## config.mk

```make
export PLATFORM = sky130hd
export DESIGN_NAME = sine_voice_sched
export DESIGN_NICKNAME = d
export VERILOG_FILES = /design/src/rtl/sine_pkg.sv /design/src/rtl/sine_phase_bank.sv /design/src/rtl/sine_voice_sched.sv
export SDC_FILE = /design/constraint.sdc
export NUM_CORES = 1
export LEC_CHECK = 0
export BUFFER_PORTS_ARGS = -buffer_cell sky130_fd_sc_hd__buf_2
export CORE_ASPECT_RATIO = 1.5
export CORE_MARGIN = 5
export CORE_UTILIZATION = 35
export DETAILED_ROUTE_END_ITERATION = 10
export GPL_ROUTABILITY_DRIVEN = 0
export PLACE_DENSITY = 0.54
export SYNTH_ARGS = -nofsm -noshare
export SYNTH_HDL_FRONTEND = slang
export SYNTH_SLANG_ARGS = --single-unit
```

## constraint.sdc

```tcl
create_clock -name clk -period 3.07 [get_ports clk]
set_clock_uncertainty 0.2 [all_clocks]
set_input_delay 0 -clock clk [delete_from_list [all_inputs] [get_ports clk]]
set_output_delay 0 -clock clk [all_outputs]
set_load 0.02 [all_outputs]
```

## src/rtl/sine_pkg.sv

```systemverilog
// Shared definitions for the time-multiplexed sine voice scheduler:
// sample/phase widths, saturation limits and the FSM state encoding.
package sine_pkg;

    localparam int SAMPLE_W = 16;
    localparam int PHASE_W  = 32;

    localparam int SAT_MAX = 32767;
    localparam int SAT_MIN = -32768;

    typedef enum logic [1:0] {
        IDLE,
        ISSUE,
        DRAIN,
        DONE
    } state_t;

endpackage

```

## src/rtl/sine_phase_bank.sv

```systemverilog
// Per-voice phase accumulators, increments and gates.
// Ports: clk, reset (sync, active-high); cfg_we/cfg_voice/cfg_inc/cfg_gate
// config write; issue_en/issue_voice select the voice being issued,
// issue_addr/issue_gate return its pre-increment LUT address and gate.
module sine_phase_bank
    import sine_pkg::*;
#(
    parameter int NV     = 4,
    parameter int VW     = 2,
    parameter int ADDR_W = 10
) (
    input  logic              clk,
    input  logic              reset,
    input  logic              cfg_we,
    input  logic [VW-1:0]     cfg_voice,
    input  logic [31:0]       cfg_inc,
    input  logic              cfg_gate,
    input  logic              issue_en,
    input  logic [VW-1:0]     issue_voice,
    output logic [ADDR_W-1:0] issue_addr,
    output logic              issue_gate
);

    logic [PHASE_W-1:0] phase [NV];
    logic [PHASE_W-1:0] inc   [NV];
    logic [NV-1:0]      gate;
    logic [NV-1:0]      wr;
    logic [NV-1:0]      iss;

    // Indices >= NV never match any voice, so such writes fall away.
    always_comb begin
        wr  = '0;
        iss = '0;
        for (int i = 0; i < NV; i++) begin
            wr[i]  = cfg_we && (cfg_voice == VW'(i));
            iss[i] = issue_en && (issue_voice == VW'(i));
        end
    end

    assign issue_addr = phase[issue_voice][PHASE_W-1 -: ADDR_W];
    assign issue_gate = gate[issue_voice];

    // Issue reads the old inc/gate; a gate-off write clears the phase
    // and takes priority over a coincident advance.
    always_ff @(posedge clk) begin
        if (reset) begin
            for (int i = 0; i < NV; i++) begin
                phase[i] <= '0;
                inc[i]   <= '0;
            end
            gate <= '0;
        end else begin
            for (int i = 0; i < NV; i++) begin
                if (wr[i]) begin
                    inc[i]  <= cfg_inc;
                    gate[i] <= cfg_gate;
                end
                if (wr[i] && !cfg_gate) begin
                    phase[i] <= '0;
                end else if (iss[i]) begin
                    phase[i] <= gate[i] ? phase[i] + inc[i] : '0;
                end
            end
        end
    end

endmodule

```

## src/rtl/sine_voice_sched.sv

```systemverilog
// Shares one sine LUT among NV voices: one lookup per voice per tick,
// returns summed and saturated into a single 16-bit mix.
// Ports: clk, reset (sync, active-high), sample_tick, cfg_* voice config,
// lut_req/lut_addr/lut_data LUT port, mix_out/mix_valid, busy, overrun.
module sine_voice_sched
    import sine_pkg::*;
#(
    parameter int NV      = 4,
    parameter int ADDR_W  = 10,
    parameter int LUT_LAT = 2
) (
    input  logic                      clk,
    input  logic                      reset,
    input  logic                      sample_tick,
    input  logic                      cfg_we,
    input  logic [$clog2(NV)-1:0]     cfg_voice,
    input  logic [31:0]               cfg_inc,
    input  logic                      cfg_gate,
    output logic                      lut_req,
    output logic [ADDR_W-1:0]         lut_addr,
    input  logic [SAMPLE_W-1:0]       lut_data,
    output logic [SAMPLE_W-1:0]       mix_out,
    output logic                      mix_valid,
    output logic                      busy,
    output logic                      overrun
);

    localparam int VW    = $clog2(NV);
    localparam int ACC_W = SAMPLE_W + VW;
    localparam int TOP   = LUT_LAT - 1;

    // Pattern seen in DRAIN when only the final return is still in flight.
    localparam logic [LUT_LAT-1:0] LAST_ONLY =
        LUT_LAT'(1 << (LUT_LAT - 1));

    state_t state;
    state_t nxt;

    logic [VW-1:0]            v;
    logic [LUT_LAT-1:0]       pv;
    logic [LUT_LAT-1:0]       pg;
    logic signed [ACC_W-1:0]  acc;
    logic signed [ACC_W-1:0]  ret;
    logic signed [ACC_W-1:0]  acc_nxt;
    logic [ADDR_W-1:0]        bank_addr;
    logic                     bank_gate;

    sine_phase_bank #(
        .NV     (NV),
        .VW     (VW),
        .ADDR_W (ADDR_W)
    ) u_bank (
        .clk         (clk),
        .reset       (reset),
        .cfg_we      (cfg_we),
        .cfg_voice   (cfg_voice),
        .cfg_inc     (cfg_inc),
        .cfg_gate    (cfg_gate),
        .issue_en    (lut_req),
        .issue_voice (v),
        .issue_addr  (bank_addr),
        .issue_gate  (bank_gate)
    );

    function automatic logic [SAMPLE_W-1:0] sat(
        input logic signed [ACC_W-1:0] a
    );
        if (a > ACC_W'(SAT_MAX)) begin
            return SAMPLE_W'(SAT_MAX);
        end else if (a < ACC_W'(SAT_MIN)) begin
            return SAMPLE_W'(SAT_MIN);
        end
        return a[SAMPLE_W-1:0];
    endfunction

    // Gated-off voices still occupy a slot; their sample is masked.
    always_comb begin
        ret = '0;
        if (pv[TOP] && pg[TOP]) begin
            ret = ACC_W'($signed(lut_data));
        end
        acc_nxt = acc + ret;
    end

    always_comb begin
        nxt       = state;
        lut_req   = 1'b0;
        lut_addr  = '0;
        busy      = 1'b0;
        mix_valid = 1'b0;
        unique case (state)
            IDLE: begin
                if (sample_tick) begin
                    nxt = ISSUE;
                end
            end
            ISSUE: begin
                lut_req  = 1'b1;
                lut_addr = bank_addr;
                busy     = 1'b1;
                if (v == VW'(NV - 1)) begin
                    nxt = DRAIN;
                end
            end
            DRAIN: begin
                busy = 1'b1;
                if (pv == LAST_ONLY) begin
                    nxt = DONE;
                end
            end
            DONE: begin
                busy      = 1'b1;
                mix_valid = 1'b1;
                nxt       = IDLE;
            end
            default: nxt = IDLE;
        endcase
    end

    always_ff @(posedge clk) begin
        if (reset) begin
            state   <= IDLE;
            v       <= '0;
            pv      <= '0;
            pg      <= '0;
            acc     <= '0;
            mix_out <= '0;
            overrun <= 1'b0;
        end else begin
            state   <= nxt;
            overrun <= sample_tick && (state != IDLE);
            pv      <= (pv << 1) | LUT_LAT'(lut_req);
            pg      <= (pg << 1) | LUT_LAT'(lut_req && bank_gate);
            if (state == IDLE && sample_tick) begin
                v   <= '0;
                acc <= '0;
            end else begin
                if (state == ISSUE) begin
                    v <= v + 1'b1;
                end
                if (pv[TOP]) begin
                    acc <= acc_nxt;
                end
            end
            // Register the mix from the final sum so mix_out is
            // already updated in the cycle mix_valid is high.
            if (state == DRAIN && nxt == DONE) begin
                mix_out <= sat(acc_nxt);
            end
        end
    end

endmodule

```

==> results.sh, run 1 <==
export IMPL_outcome="complete, but fails checks"
export IMPL_violations="setup timing"
export IMPL_fin_crit_ps=3160
export IMPL_clk_latency_ps=550
export IMPL_root_buffer="clkbuf_16"
export IMPL_drv_slew=0
export IMPL_place_ws_ps=-429
export IMPL_start_util_pct=35.4
export IMPL_use_met2_pct=32.1
export IMPL_final_area_sq_mm=0.0233
export IMPL_instances_no_fill=2689
export IMPL_use_met1_pct=18.3
export IMPL_synth_edff_count=256
export IMPL_crit_fanout=8
export IMPL_dieArea_sq_mm=0.0561
export IMPL_io_pins=85
export IMPL_cts_tree="built"
export IMPL_peakVddDrop_mv=0.346
export IMPL_yosysWarnings=0
export IMPL_hold_viol=0
export IMPL_clock_sinks=305
export IMPL_slew_limit_headroom_pct=31.6
export IMPL_grt_first_pass_wirelength_um=75000
export IMPL_grt_setup_unrepaired="true"
export IMPL_hold_path_class="input port to flip-flop"
export IMPL_htreeDepth=2
export IMPL_dr_first_iter_drc_count=538
export IMPL_drc=0
export IMPL_syn_avg_cell_area_sq_um=10.9
export IMPL_max_freq_mhz=316
export IMPL_vias=13700
export IMPL_final_antenna_net_count=0
export IMPL_hold_path_cell_count=5
export IMPL_setup_viol=22
export IMPL_syn2layout_area_growth_pct=29.7
export IMPL_numCtsBuffers=35
export IMPL_num_fill_cells=4730
export IMPL_clk_pin_slew_ps=60
export IMPL_cp_required_ps=3320
export IMPL_busiest_layer="met2"
export IMPL_viasPerCell=5.10
export IMPL_die_w_um=195
export IMPL_use_met3_pct=2.34
export IMPL_grt_max_degree=33
export IMPL_placed_cells=2550
export IMPL_r2r_cells=14
export IMPL_antenna_found_initial=4
export IMPL_placed_area_sq_mm=0.0206
export IMPL_fp_coreArea_sq_mm=0.0508
export IMPL_synthDistinctLibCells=78
export IMPL_wl_um=47700
export IMPL_setup_tns_ps=-1070
export IMPL_dr_pass1_iters=5
export IMPL_synth_cells=1657
export IMPL_std_cell_rows=101
export IMPL_timing_final_ws_setup_ps=-91.9
export IMPL_syn_num_nets=1862
export IMPL_synth_area_sq_mm=0.0180
export IMPL_ys_ff_latch=305
export IMPL_worstSetupPathType="flip-flop to flip-flop"
export IMPL_grt_pass1_vias=14700
export IMPL_synth_seq_area_share_pct=48.2
export IMPL_grt_usage_pct=16.5
export IMPL_cap_violations=0
export IMPL_arrival_ps=3410
export IMPL_ys_flop_type="edfxtp_1"
export IMPL_dpl_hpwl_um=34100
export IMPL_power_density_mw_per_mm2=487
export IMPL_clockBufferDepth=3
export IMPL_fin_crit_sh_pct=103
export IMPL_hold_slack_ps=42.7
export IMPL_portBuffers=84
export IMPL_grt_overflow=0
export IMPL_layout_drive_gt1_share_pct=26.4
export IMPL_leakagePower_nw=9.76
export IMPL_die_h_um=288
export IMPL_nNetsFinal=2198
export IMPL_detail_route_wl_per_cell_um=17.7
export IMPL_cp_end_kind="flip-flop"
export IMPL_final_util_pct=45.9
export IMPL_worstMarginPinSlew_ps=1030
export IMPL_startpoint_type="flip-flop"
export IMPL_finalPower_mw=11.4
export IMPL_synth_async_sr_flop_share_pct=0
## layout make-up
type	count	area (sq um)	area share, %
tap	669	837	3.59
antenna	1	2.50	0.0107
clock buffer	47	1000	4.30
clock inverter	16	178	0.762
timing repair buffer	344	2570	11.0
inverter	44	165	0.708
sequential	305	8680	37.2
multi-input combinational	1263	9890	42.4
## flip-flops by register name (all words and copies together), names as in the netlist, named ones only
name          flops
pv                2
v                 2
mix_out          16
u_bank.phase    128
pg                2
u_bank.inc      128
overrun           1
state             2
u_bank.gate       4
acc              18
## cell usage in the layout, fill, tap and decap left out, drive strengths merged, types with 5 or more instances in the layout
master and n:
and2 149, nand2b 25, nor2 192, nand4 6, clkbuf 48, edfxtp 256
o21bai 21, or2 5, inv 43, xnor2 70, a21oi 111, a211oi 34
nand2 65, dlygate4sd3 43, o211ai 8, o21ai 67, mux2i 13, buf 300
a21o 67, nor2b 25, mux4 11, a21boi 5, dfxtp 49, ha 145
fa 5, and3 34, nand3b 5, a31oi 10, clkinv 11, or3 6
nand3 21, o21a 20, nor3b 8, xor2 42, nor3 33, o31ai 8
## cells in the mapped netlist, types with 4 or more instances
| library cell | number | area [sq um] |
|---|---|---|
| o31ai_1 | 8 | 60.1 |
| or3_1 | 6 | 37.5 |
| o21ai_1 | 7 | 35.0 |
| nand3_1 | 20 | 100 |
| a21oi_1 | 107 | 536 |
| a21boi_0 | 4 | 30.0 |
| o2111ai_1 | 4 | 35.0 |
| and3_1 | 34 | 213 |
| edfxtp_1 | 256 | 7690 |
| a211oi_1 | 25 | 188 |
| clkbuf_1 | 41 | 154 |
| a31oi_1 | 10 | 62.6 |
| nor2b_1 | 24 | 150 |
| and2_1 | 149 | 932 |
| xor2_1 | 42 | 368 |
| nand2b_1 | 25 | 156 |
| nand4_1 | 6 | 37.5 |
| o21bai_1 | 20 | 150 |
| inv_1 | 43 | 161 |
| nand2_1 | 63 | 236 |
| dfxtp_1 | 49 | 981 |
| nor3_1 | 30 | 150 |
| mux2i_1 | 13 | 130 |
| a211o_1 | 4 | 35.0 |
| nand3b_1 | 5 | 37.5 |
| xnor2_1 | 70 | 613 |
| fa_1 | 5 | 100 |
| a21oi_2 | 4 | 35.0 |
| nor3b_1 | 8 | 60.1 |
| o21a_1 | 20 | 150 |
| nor2_1 | 191 | 717 |
| mux4_2 | 11 | 248 |
| ha_1 | 145 | 1810 |
| o211ai_1 | 8 | 60.1 |
| a21o_1 | 67 | 503 |
| or2_2 | 5 | 31.3 |
| a211oi_2 | 9 | 113 |
| o21ai_0 | 60 | 300 |
## power breakdown
group	total, mW	leakage (nW)	internal [mW]	switching [mW]
Combinational	2.16	6.18	1.01	1.14
Sequential	4.84	3.00	4.72	0.118
Clock	4.36	0.574	2.63	1.73
Total	11.4	9.76	8.36	3.00
## critical path, stage by stage (launching register included)
cell and delay, ps:
dfxtp_4 380, and3_4 200, ha_4 160, fa_2 370
a211oi_4 270, o21bai_1 110, a31o_2 260, a21o_1 180
nand2_2 90, nand4b_1 110, o311a_4 180, nor2_4 110
o21bai_4 100, buf_12 160, a211oi_2 190
## metal layers
metal	part of all wire, %	vias to the layer above
met3	3.2	82
met4	2.9	2
met5	0.027	-
met1	40	6664
met2	54	212
li1	-	6748
## kinds of logic after synthesis
logic type	synth area share (%)
AO/OA/AOI/OAI	14.9
XOR/XNOR	5.46
adder cells (fa/ha/maj)	10.6
buffers and inverters	1.91
flip-flops	48.2
multiplexers	2.10
AND/OR/NAND/NOR	16.8
## final timing paths
path / from / endpoint / slack (ps)
setup reg to reg: pv[1] / mix_out[11] / -90
setup / recovery: pv[1] / mix_out[11] / -90
hold / removal: lut_data[7] / mix_out[7] / 40
hold reg to reg: pg[0] / pg[1] / 270
## timing repair
| item | CTS | global route |
|---|---|---|
| resized for setup | 100 | 70 |
| buffers inserted | 27 | 10 |
| hold buffers | 43 | 0 |
| hold endpoints to repair | 165 | 0 |
| endpoints found under the setup margin | 59 | 62 |
| gates cloned | 1 | 0 |
| pin swaps | 61 | 57 |
Power figures use the tool's default switching activity.
==> run 2, diff against run 1 <==
--- a/config.mk
+++ b/config.mk
@@ -5,13 +5,14 @@
 export SDC_FILE = /design/constraint.sdc
 export NUM_CORES = 1
 export LEC_CHECK = 0
-export BUFFER_PORTS_ARGS = -buffer_cell sky130_fd_sc_hd__buf_2
+export ABC_AREA = 1
 export CORE_ASPECT_RATIO = 1.5
 export CORE_MARGIN = 5
 export CORE_UTILIZATION = 35
 export DETAILED_ROUTE_END_ITERATION = 10
+export DONT_BUFFER_PORTS = 1
 export GPL_ROUTABILITY_DRIVEN = 0
-export PLACE_DENSITY = 0.54
+export PLACE_DENSITY = 0.53
 export SYNTH_ARGS = -nofsm -noshare
 export SYNTH_HDL_FRONTEND = slang
 export SYNTH_SLANG_ARGS = --single-unit
==> run 2 against run 1 <==
Die area grew 11%. Fmax grew 10%. Count of clock-buffer cells in the layout shrank 2. Critical path depth shrank 5. Via count grew 29%. Sequential cell count is the same. The flow now finishes without violations. Global-route usage grew 4.2 points. Core utilization shrank 5.9 points. Sequential share of layout area grew 0.97 points. Setup slack gained 290 ps. Clock power shrank 1%.
==> results.sh, run 2 <==
export IMPL_detail_route_wl_per_cell_um=19.1
export IMPL_worst_path_largest_cell_delay_ps=440
export IMPL_cp_required_ps=3150
export IMPL_muxShareOfSynthArea_pct=0
export IMPL_fin_crit_sh_pct=93.4
export IMPL_vias=17600
export IMPL_synth_fa_ha_area_share_pct=9.57
export IMPL_drv_slew=0
export IMPL_setup_tns_ps=0
export IMPL_nNetsFinal=2830
export IMPL_power_density_mw_per_mm2=493
export IMPL_syn_avg_cell_area_sq_um=7.85
export IMPL_clk_latency_ps=530
export IMPL_wl_um=65300
export IMPL_final_antenna_net_count=0
export IMPL_synth_area_top_cells="edfxtp_1, ha_1, nand2_1"
export IMPL_clock_sinks=305
export IMPL_crit_fanout=4
export IMPL_peakVddDrop_mv=0.659
export IMPL_yosysWarnings=0
export IMPL_synth_xor_area_share_pct=1.23
export IMPL_path_cells="ha_1 -> inv_1 -> fa_1 -> o21ai_1 -> a21oi_1 -> o21ai_1 -> nand3_1 -> a21oi_1 -> nor2_1"
export IMPL_critical_path_slowest_cell="fa_1"
export IMPL_ys_ff_latch=305
export IMPL_outcome="completed"
export IMPL_worstMarginPinSlew_ps=762
export IMPL_fp_coreArea_sq_mm=0.0568
export IMPL_io_pins=85
export IMPL_mostFrequentLayoutCells="nand2_1, nor2_1, inv_1, a21oi_1, edfxtp_1"
export IMPL_yosysTopAreaCell="edfxtp_1"
export IMPL_synth_edff_count=256
export IMPL_synthDistinctLibCells=48
export IMPL_htreeDepth=2
export IMPL_hold_viol=0
export IMPL_synth_simple_gate_area_share_pct=23.7
export IMPL_grt_setup_unrepaired="false"
export IMPL_fin_crit_ps=2870
export IMPL_synth_cells=2548
export IMPL_grt_pass1_vias=17800
export IMPL_layout_drive_gt1_share_pct=4.35
export IMPL_arrival_ps=2950
export IMPL_leakagePower_nw=9.88
export IMPL_antenna_found_initial=1
export IMPL_worstSetupPathType="flip-flop to flip-flop"
export IMPL_grt_usage_pct=20.8
export IMPL_startpoint_type="flip-flop"
export IMPL_start_util_pct=35.2
export IMPL_clockBufferDepth=3
export IMPL_synth_compound_area_share_pct=15.5
export IMPL_grt_max_degree=33
export IMPL_die_h_um=303
export IMPL_syn2layout_area_growth_pct=13.5
export IMPL_num_fill_cells=5895
export IMPL_cap_violations=0
export IMPL_dr_first_iter_drc_count=1347
export IMPL_dpl_hpwl_um=50000
export IMPL_synth_top_family_by_area="simple AND/OR/NAND/NOR gates"
export IMPL_top_regs="u_bank.inc x128, u_bank.phase x128, acc x18"
export IMPL_dieArea_sq_mm=0.0621
export IMPL_synth_async_sr_flop_share_pct=0
export IMPL_synthTopCellsByCount="nand2_1, nor2_1, inv_1, a21oi_1, edfxtp_1"
export IMPL_place_ws_ps=55.9
export IMPL_setup_viol=0
export IMPL_root_buffer="clkbuf_16"
export IMPL_clk_pin_slew_ps=60
export IMPL_dr_pass1_iters=5
export IMPL_syn_num_nets=2753
export IMPL_grt_overflow=0
export IMPL_hold_path_class="input port to flip-flop"
export IMPL_max_freq_mhz=349
export IMPL_std_cell_rows=107
export IMPL_grt_first_pass_wirelength_um=100000
export IMPL_timing_final_ws_setup_ps=201
export IMPL_die_w_um=205
export IMPL_yosysMostFrequentCell="nand2_1"
export IMPL_slew_limit_headroom_pct=48.9
export IMPL_synth_seq_area_share_pct=43.3
export IMPL_drc=0
export IMPL_viasPerCell=5.17
export IMPL_synth_top_area_share_pct=38.4
export IMPL_cts_tree="built"
export IMPL_layout_commonest_cell="nand2_1"
export IMPL_numCtsBuffers=34
export IMPL_portBuffers=0
export IMPL_cp_end_kind="flip-flop"
export IMPL_synth_area_sq_mm=0.0200
export IMPL_ys_flop_type="edfxtp_1"
run 2: layout make-up:
type	instances	area (sq um)	share of cell area, %
clock inverters	12	168	0.738
inverters	311	1170	5.14
well taps	763	955	4.20
repair buffers	80	763	3.36
clock buffers	45	976	4.30
multi-input cells	1893	10000	44.1
flip-flops and latches	305	8670	38.2
diodes	1	2.50	0.0110
run 2: what timing repair did:
| item | CTS | global route |
|---|---|---|
| endpoints found under the hold margin | 445 | 0 |
| hold buffers | 55 | 0 |
| setup buffers | 0 | 1 |
| gates resized for setup | 0 | 2 |
| setup endpoints to repair | 0 | 15 |
run 2: metrics by stage:
step	instances	area [sq um]	util (%)	power [mW]	hold WS (ps)
after floorplan	2548	20000	-	6.26	-77.3
after global placement	3296	21000	37.0	6.89	-124
after detailed placement	3296	21000	37.0	6.90	-117
after CTS	3408	22700	39.9	11.3	2.65
after global routing	3410	22700	40.0	11.7	32.6
final	3410	22700	40.0	11.2	16.0
run 2: critical path, delay by kind of cell (launching register included):
kind	cells	cell delay (ps)
AND/OR/NAND/NOR	2	230
AO/OA/AOI/OAI	4	1130
flip-flops	1	330
adder cells (fa/ha/maj)	2	640
buffers and inverters	1	90
run 2: path summary, 6_finish.rpt:
kind         slack, ps               start  cells past startpoint             endpoint
min                 20         lut_data[4]                      6           mix_out[4]
max                200  u_bank.phase[0][0]                      9  u_bank.phase[0][30]
max reg2reg        200  u_bank.phase[0][0]                      9  u_bank.phase[0][30]
min reg2reg        230               pg[0]                      2                pg[1]
run 2: cells by family (layout without fill, tap and decap cells):
family / count (synthesis) / in the layout
buffers and inverters: 350 / 448
other: 0 / 1
AO/OA/AOI/OAI: 557 / 557
adder cells (fa/ha/maj): 150 / 150
XOR/XNOR: 28 / 28
AND/OR/NAND/NOR: 1158 / 1158
flip-flops: 305 / 305
run 2: report_power, final:
group	switching [mW]	internal, mW
logic	1.44	0.600
registers	0.125	4.73
clock network	1.73	2.57
run 2: routing by layer:
metal,vias up,wire [um],GRT usage (%)
met3,133,3030,3.22
met1,8289,26000,24.0
met2,443,33100,37.9
met5,-,0,0
li1,8750,-,-
met4,0,3130,8.86
==> run 3, diff against run 2 <==
--- a/config.mk
+++ b/config.mk
@@ -12,7 +12,8 @@
 export DETAILED_ROUTE_END_ITERATION = 10
 export DONT_BUFFER_PORTS = 1
 export GPL_ROUTABILITY_DRIVEN = 0
-export PLACE_DENSITY = 0.53
+export PLACE_DENSITY = 0.51
+export SLEW_MARGIN = 15
 export SYNTH_ARGS = -nofsm -noshare
 export SYNTH_HDL_FRONTEND = slang
 export SYNTH_SLANG_ARGS = --single-unit
==> constraint.sdc (replaced) <==
create_clock -name clk -period 2.76 [get_ports clk]
set_clock_uncertainty 0.2 [all_clocks]
set_input_delay 0 -clock clk [delete_from_list [all_inputs] [get_ports clk]]
set_output_delay 0 -clock clk [all_outputs]
set_load 0.02 [all_outputs]
==> run 3 against run 2 <==
Register-to-register slack lost 50 ps. Die area unchanged. Sequential cell count is the same. Total power is 10% higher. Critical path depth down 6. Sequential share of layout area shrank 0.56 points. Count of clock-buffer cells in the layout shrank 10. Sequential power grew 11%. Global-route usage rose by 0.10 points. Largest cell class unchanged.
==> results.sh, run 3 (same netlist as run 2, synthesis figures left out) <==
export IMPL_cap_violations=0
export IMPL_swShare_pct=30.3
export IMPL_syn2layout_area_growth_pct=15.2
export IMPL_dpl_hpwl_um=51000
export IMPL_fp_coreArea_sq_mm=0.0568
export IMPL_finalPower_mw=12.3
export IMPL_wl_um=66000
export IMPL_io_pins=85
export IMPL_setup_viol=0
export IMPL_drv_slew=0
export IMPL_hold_path_cell_count=8
export IMPL_power_frac_comb_pct=19.1
export IMPL_worstSetupPathType="flip-flop to primary output"
export IMPL_power_density_mw_per_mm2=535
export IMPL_start_util_pct=35.2
export IMPL_grt_overflow=0
export IMPL_portBuffers=0
export IMPL_fin_crit_ps=2660
export IMPL_cts_tree="built"
export IMPL_dieArea_sq_mm=0.0621
export IMPL_numCtsBuffers=31
export IMPL_viasPerCell=5.17
export IMPL_pwr_share_clk_pct=37.1
export IMPL_grt_pass1_vias=17800
export IMPL_htreeDepth=1
export IMPL_hold_path_class="input port to flip-flop"
export IMPL_top_regs="u_bank.inc x128, u_bank.phase x128, acc x18"
export IMPL_detail_route_wl_per_cell_um=19.2
export IMPL_root_buffer="clkbuf_16"
export IMPL_clk_latency_ps=580
export IMPL_crit_fanout=20
export IMPL_die_w_um=205
export IMPL_grt_max_degree=33
export IMPL_final_util_pct=40.6
export IMPL_std_cell_rows=107
export IMPL_reg2reg_slack_ps=150
export IMPL_layout_commonest_cell="nand2_1"
export IMPL_grt_first_pass_wirelength_um=100000
export IMPL_mostFrequentLayoutCells="nand2_1, nor2_1, inv_1, a21oi_1, edfxtp_1"
export IMPL_final_antenna_net_count=0
export IMPL_seqPwrFrac_pct=43.9
export IMPL_worstMarginPinSlew_ps=668
export IMPL_die_h_um=303
export IMPL_grt_usage_pct=20.9
export IMPL_p_sw_mw=3.73
export IMPL_leakagePower_nw=10.0
export IMPL_slew_limit_headroom_pct=55.6
export IMPL_p_int_mw=8.59
export IMPL_outcome="completed"
export IMPL_arrival_ps=2460
export IMPL_layout_drive_gt1_share_pct=6.53
export IMPL_peakVddDrop_mv=0.507
export IMPL_vias=17800
export IMPL_cp_required_ps=2560
export IMPL_max_freq_mhz=376
export IMPL_clockBufferDepth=3
export IMPL_r2r_cells=10
export IMPL_cp_end_kind="primary output"
export IMPL_hold_viol=0
export IMPL_fin_crit_sh_pct=96.4
export IMPL_antenna_found_initial=3
export IMPL_dr_first_iter_drc_count=1425
export IMPL_clk_pin_slew_ps=70
export IMPL_startpoint_type="flip-flop"
export IMPL_dr_pass1_iters=6
export IMPL_clock_sinks=305
export IMPL_nNetsFinal=2861
export IMPL_drc=0
run 3: critical path, cell delays in order, from the launching register on:
cell and delay (ps):
dfxtp_1 450, inv_1 560, o21ai_0 260, a21oi_1 600
run 3: area by class of cell:
type / instances / area, sq um
Fill cell: 5888 / 33700
Multi-Input combinational cell: 1894 / 10100
Sequential cell: 305 / 8670
Inverter: 311 / 1170
Timing Repair Buffer: 113 / 1030
Tap cell: 763 / 955
Clock buffer: 35 / 822
Clock inverter: 22 / 258
Antenna cell: 3 / 7.51
run 3: path summary, 6_finish.rpt:
kind                                         from                   to
worst max-delay path                    flip-flop          lut_addr[9]
worst max register to register  u_bank.inc[1][12]  u_bank.phase[1][17]
worst min-delay path                 lut_data[14]          mix_out[14]
worst min register to register              pg[0]                pg[1]
run 3: repair_timing:
| item | 4_1_cts | 5_1_grt |
|---|---|---|
| gates cloned | 0 | 1 |
| buffers inserted | 0 | 1 |
| gates resized for setup | 1 | 39 |
| pin swaps | 0 | 3 |
| endpoints found under the hold margin | 522 | 0 |
| endpoints found under the setup margin | 15 | 31 |
| hold buffers | 59 | 0 |
run 3: layer usage:
metal,global-route usage (%),wire length [um],up-vias,part of all wire [%]
li1,-,-,8825,-
met1,24.5,26100,8355,39
met2,38.5,33800,518,51
met3,2.59,3380,126,5.1
met4,8.11,2810,0,4.3
met5,0,0,-,0
run 3: metrics by stage:
| step | hold WS, ps | setup TNS [ps] | setup WS, ps | cell area (sq um) | cells |
|---|---|---|---|---|---|
| 2_1_floorplan | -77.3 | 0 | 7.74 | 20000 | 2548 |
| 3_3_place_gp | -125 | 0 | 4.03 | 21200 | 3325 |
| 3_5_place_dp | -122 | -785 | -101 | 21200 | 3325 |
| 4_1_cts | 2.13 | 0 | 4.98 | 22900 | 3441 |
| 5_1_grt | 52.5 | -20.4 | -12.8 | 23000 | 3443 |
| 6_report | 25.0 | 0 | 99.2 | 23000 | 3446 |
run 3: power by group through the flow:
stage	logic, mW	clock network (mW)	registers (mW)
floorplan	1.53	0	5.43
finish	2.35	4.57	5.40
CTS	2.32	4.70	5.41
detailed placement	2.23	0	5.51
global route	2.61	4.86	5.42
global placement	2.22	0	5.50
